## src/rtl/shift_left_op_pipe.sv

```systemverilog
// rtl/shift_left_op_pipe.sv - registered N-bit logical left shifter with valid, overflow and zero flags
// Barrel shifter of clog2(N) stages; each stage also reports the one bits it pushes off the top.
module shift_left_op_pipe #(
  parameter int N = 8
) (
  input  logic         clk,
  input  logic         rst,
  input  logic         in_valid,
  input  logic [N-1:0] a,
  input  logic [N-1:0] b,
  output logic [N-1:0] out,
  output logic         out_valid,
  output logic         ovf,
  output logic         zero
);

  localparam int SW = $clog2(N);

  logic [N-1:0] stage_d [0:SW];
  logic         stage_o [0:SW];
  logic         hi_nz;
  logic [N-1:0] nxt_out;
  logic         nxt_ovf;

  assign stage_d[0] = a;
  assign stage_o[0] = 1'b0;

  for (genvar s = 0; s < SW; s++) begin : g_stage
    localparam int SH = 1 << s;
    assign stage_d[s+1] = b[s] ? (stage_d[s] << SH) : stage_d[s];
    assign stage_o[s+1] = stage_o[s] | (b[s] & (|stage_d[s][N-1 -: SH]));
  end

  // Any b bit above the stage controls means b >= N; saturate instead of wrapping modulo N.
  assign hi_nz   = |b[N-1:SW];
  assign nxt_out = hi_nz ? '0 : stage_d[SW];
  assign nxt_ovf = hi_nz ? (|a) : stage_o[SW];

  always_ff @(posedge clk) begin
    if (rst) begin
      out       <= '0;
      out_valid <= 1'b0;
      ovf       <= 1'b0;
      zero      <= 1'b1;
    end else begin
      out_valid <= in_valid;
      if (in_valid) begin
        out  <= nxt_out;
        ovf  <= nxt_ovf;
        zero <= (nxt_out == '0);
      end
    end
  end

endmodule

```

## config.mk

```make
export PLATFORM = sky130hd
export DESIGN_NAME = shift_left_op_pipe
export DESIGN_NICKNAME = d
export VERILOG_FILES = /design/src/rtl/shift_left_op_pipe.sv
export SDC_FILE = /design/constraint.sdc
export NUM_CORES = 1
export LEC_CHECK = 0
export ABC_AREA = 1
export CELL_PAD_IN_SITES_DETAIL_PLACEMENT = 0
export CELL_PAD_IN_SITES_GLOBAL_PLACEMENT = 1
export CORE_MARGIN = 5
export CORE_UTILIZATION = 30
export CTS_BUF_LIST = sky130_fd_sc_hd__clkbuf_8
export CTS_CLUSTER_SIZE = 8
export DETAILED_ROUTE_END_ITERATION = 8
export PLACE_DENSITY = 0.89
export SLEW_MARGIN = 10
export SYNTH_ARGS = -nofsm -noshare
export SYNTH_HDL_FRONTEND = slang
export SYNTH_SLANG_ARGS = --single-unit
export TNS_END_PERCENT = 10
```

## constraint.sdc

```tcl
create_clock -name clk -period 1.36 [get_ports clk]
set_input_delay 0.408 -clock clk [delete_from_list [all_inputs] [get_ports clk]]
set_output_delay 0.408 -clock clk [all_outputs]
set_load 0.01 [all_outputs]
```

=== Word level (Yosys, flattened, before mapping) ===
Index checks and enable logic that the tools add are counted.
Widths: inputs -> output; s select.

* Mux-type cells: 5
* Bitwise operators: 5
* Reduce and logical (&&, ||, !) cells: 5

{| class="wikitable"
|+ Operator list
! cell !! number
|-
| $mux 8 || 4
|-
| $logic_not 8->1 || 1
|-
| $reduce_or 8->1 || 1
|-
| $reduce_or 5->1 || 1
|-
| $reduce_or 4->1 || 1
|-
| $and 1x1->1 || 3
|-
| $or 1x1->1 || 2
|-
| $reduce_or 2->1 || 1
|-
| $mux 1 || 1
|}

* Output and inout port bits: 11
* Word-level logic and storage cells: 19
* Bits of input ports: 19
* Register bits after elaboration: 11

=== Depth between registers and ports, before layout ===
* Depth after elaboration: 6
* Mapped depth: 11
* Depth with buffers taken out: 10

=== Least setup slack after synthesis ===
OpenSTA, ideal clock, no wires.

* Path kind: input to register
* Start: input port b[4]
* End: register zero
* Required time: 1,245 ps
* Buffers on the path: 0
* Slack: 111 ps
* Stages on the path: 8
* Setup time: 115 ps
* Arrival time: 1,134 ps
* Cell sequence: nor2_1 > nand3_2 > nor2_1 > nand3_1 > o21ai_2 > nor2_1 > nand2_1 > nand2_1

* Cells in the longest elaborated chain, start to end: 3

{| class="wikitable"
|+ RTL lines
! item !! RTL line !! text
|-
| start: declaration || 10 || <nowiki>input logic [N-1:0] b,</nowiki>
|-
| $reduce_or 5->1 || 35 || <nowiki>assign hi_nz = |b[N-1:SW];</nowiki>
|-
| $mux 8 || 36 || <nowiki>assign nxt_out = hi_nz ? '0 : stage_d[SW];</nowiki>
|-
| $logic_not 8->1 || 50 || <nowiki>zero <= (nxt_out == '0);</nowiki>
|-
| end signal: assignment || 50 ||
|-
| end: declaration || 14 || <nowiki>output logic zero</nowiki>
|}

Every way passes these cells.
A chain may end at the register's enable or synchronous reset.

=== Worst setup path after layout ===
* Start: input port b[6]
* End: register zero

Same word-level chain as after synthesis.

==> impl_metrics.env <==
export IMPL_p_per_area_nw_per_um2=704
export IMPL_insertedDiodeCount=0
export IMPL_synthToLayoutAreaGrowth_pct=61.3
export IMPL_cts_sinks=11
export IMPL_min_path_type="reg2reg"
export IMPL_multiInputGateArea_um2=582
export IMPL_fill_cells=281
export IMPL_clock_latency_ns=0.23
export IMPL_hpwl_um=1820
export IMPL_core_area_um2=2690
export IMPL_rr_worst_depth=2
export IMPL_ctsHoldBuffers=0
export IMPL_ys_ff_latch=11
export IMPL_yosysSeqAreaShare_pct=27.0
export IMPL_critPathKind="in2reg"
export IMPL_status="complete, no violations"
export IMPL_reg2reg_from="out[3]$_SDFFE_PP0P_"
export IMPL_async_flop_share_pct=0
export IMPL_path_max_fanout=4
export IMPL_vdd_drop_max_mv=0.973
export IMPL_tritoncts="built"
export IMPL_first_global_vias=907
export IMPL_fin_skew_ns=0
export IMPL_period_needed_ns=1.28
export IMPL_vias_per_cell=4.72
export IMPL_tightestPinTransition_ns=0.236
export IMPL_maxCapViolations=0
export IMPL_die_h_um=62.1
export IMPL_cts_setup_buffers=0
export IMPL_ys_flop_type="dfxtp_1"
export IMPL_dp_cells=202
export IMPL_drt_wl_total_um=2230
export IMPL_clock_path_buffers=2
export IMPL_num_vias=977
export IMPL_antenna_left=0
export IMPL_dr_wl_met3_um=76
export IMPL_die_area_um2=3860
export IMPL_max_slew_margin_rel_pct=84.3
export IMPL_initial_utilization_pct=30.4
export IMPL_top_layer="met3"
export IMPL_synth_top_area_share_pct=27.0
export IMPL_numCtsBuffers=3
export IMPL_synth_edf_count=0
export IMPL_gp_congestion=0.850
export IMPL_cp_arrival_ns=1.40
export IMPL_synthTopCellsByCount="39 x nand2_1, 18 x nor2_1, 12 x nand3_1"
export IMPL_syn_inst=131
export IMPL_stdcell_count=207
export IMPL_clkTransAtPathRegs_ns=0.05
export IMPL_setup_violations=0
export IMPL_final_seq_area_um2=220
export IMPL_drt_initial_drc_count=30
export IMPL_hold_viol_final=0
export IMPL_layout_setup_ws_ns=0.0833
export IMPL_grtUsageTotal_pct=11.6
export IMPL_yosysWarningCount=0
export IMPL_critPathCaptureType="flop"
export IMPL_wl_met2_um=1170
export IMPL_synth_area_top_cells="dfxtp_1 27%, nand2_1 18%, nor2_1 8.3%, nand3_1 7.4%, nand3_2 4.9%"
export IMPL_io_pins=30
export IMPL_p_leak_uw=0.000687
export IMPL_std_cell_rows=19
export IMPL_die_w_um=62.1
export IMPL_htreeDepth=1
export IMPL_synthDistinctLibCells=20
export IMPL_min_from="out[6]$_SDFFE_PP0P_"
export IMPL_drc=0
export IMPL_cp_start_kind="input port"
export IMPL_min_to="out[6]$_SDFFE_PP0P_"
export IMPL_drt_first_pass_iters=4
export IMPL_syn_nets=150
export IMPL_root_buffer="clkbuf_8"
export IMPL_synth_most_common_cell="nand2_1"
export IMPL_r2r_end="out[3]$_SDFFE_PP0P_"
export IMPL_wl_per_cell_um=10.8
export IMPL_synth_area_leader_cell="dfxtp_1"
export IMPL_grt_pass1_wl_um=3830
export IMPL_synth_avg_cell_area_um2=6.23
export IMPL_pre_cts_ws_ns=-0.486
export IMPL_worstPathRequired_ns=1.49
export IMPL_antenna_found_initial=0
export IMPL_timing_fmax_ghz=0.783
export IMPL_grt_overflow_total=0
export IMPL_hold_depth=2
export IMPL_synth_area_um2=816
export IMPL_m1WireLength_um=981
export IMPL_finalMaxSlewViolations=0
export IMPL_min_period_over_period_pct=93.9
export IMPL_nNetsFinal=196
export IMPL_grt_max_degree=16
export IMPL_rsz0062_at_grt="false"
export IMPL_io_buffers=29
export IMPL_regToRegSetupSlack_ns=0.71
export IMPL_drive_above_1_share_pct=31.8
-- layer usage --
layer | global-route usage (%) | vias to the layer above
li1 | - | 519
met1 | 14.2 | 439
met2 | 20.5 | 19
met3 | 2.88 | 0
met4 | 2.17 | 0
met5 | 0 | -
-- layout by cell type (no fill, tap or decap), drive strengths merged --
master and n:
nand2 47, nor2 21, dlygate4sd2 19, nand3 16, buf 15, dfxtp 11, inv 11, o21ai 9
a21oi 7, clkbuf 6, nand4 3, clkdlybuf4s15 3, o211ai 2, clkdlybuf4s50 2, dlymetal6s2s 2, clkinv 1
and2 1
-- stage by stage --
step	util (%)	TNS, ns	total power [uW]	instance area [um2]	hold slack [ns]
2_1_floorplan	-	0	490	816	0.480
3_3_place_gp	45.5	-4.11	622	1220	0.466
3_5_place_dp	45.5	-4.24	624	1220	0.473
4_1_cts	46.8	0	924	1260	0.486
5_1_grt	49.0	0	990	1320	0.507
6_report	49.0	0	927	1320	0.482
-- sequential cells by signal (all words and copies together) (netlist names) --
name,flops
zero,1
ovf,1
out,8
out_valid,1
-- worst max-delay path, cell delays in order --
cell           delay (ns)
dlygate4sd2_1        0.25
nor2_4               0.11
nand3_4              0.13
nor2_4               0.18
nand3_2              0.09
o21ai_2              0.09
nor2_1               0.05
nand2_1              0.05
nand2_1              0.04
-- report_power, final --
part / internal, uW / switching, uW / total (uW)
clock network: 198 / 118 / 316
registers: 340 / 7.58 / 348
logic: 118 / 145 / 263
total: 656 / 271 / 927
-- cell type report --
type | count | area share [%]
flip-flops and latches | 11 | 16.7
inverters | 11 | 4.28
clock inverters | 1 | 0.285
repair buffers | 44 | 28.4
well taps | 31 | 2.95
multi-input cells | 106 | 44.2
clock buffers | 3 | 3.14
-- how the worst max path moves through the flow --
stage               from                 to  slack, ns  cells past startpoint
floorplan           b[4]  zero$_SDFFE_PP1P_       0.11                      8
global placement    b[1]  zero$_SDFFE_PP1P_      -0.49                     10
detailed placement  b[1]  zero$_SDFFE_PP1P_      -0.49                     10
CTS                 a[6]  zero$_SDFFE_PP1P_      0.007                     10
global route        a[0]  zero$_SDFFE_PP1P_       0.01                     10
finish              b[6]  zero$_SDFFE_PP1P_       0.08                      9
-- repair_timing --
item,in CTS,in global routing
gates cloned,1,0
gates resized for setup,33,28
setup endpoints to repair,21,7
pin swaps,7,15
-- cell families (layout without fill, tap and decap cells) --
| logic type | Yosys count | count (layout) | share of synthesized area (%) |
|---|---|---|---|
| and+or+nand+nor | 88 | 88 | 51.5 |
| AOI/OAI and AO/OA | 18 | 18 | 12.1 |
| buffers and inverters | 14 | 59 | 9.35 |
| DFF | 11 | 11 | 27.0 |
(Power assumes the default switching activity.)
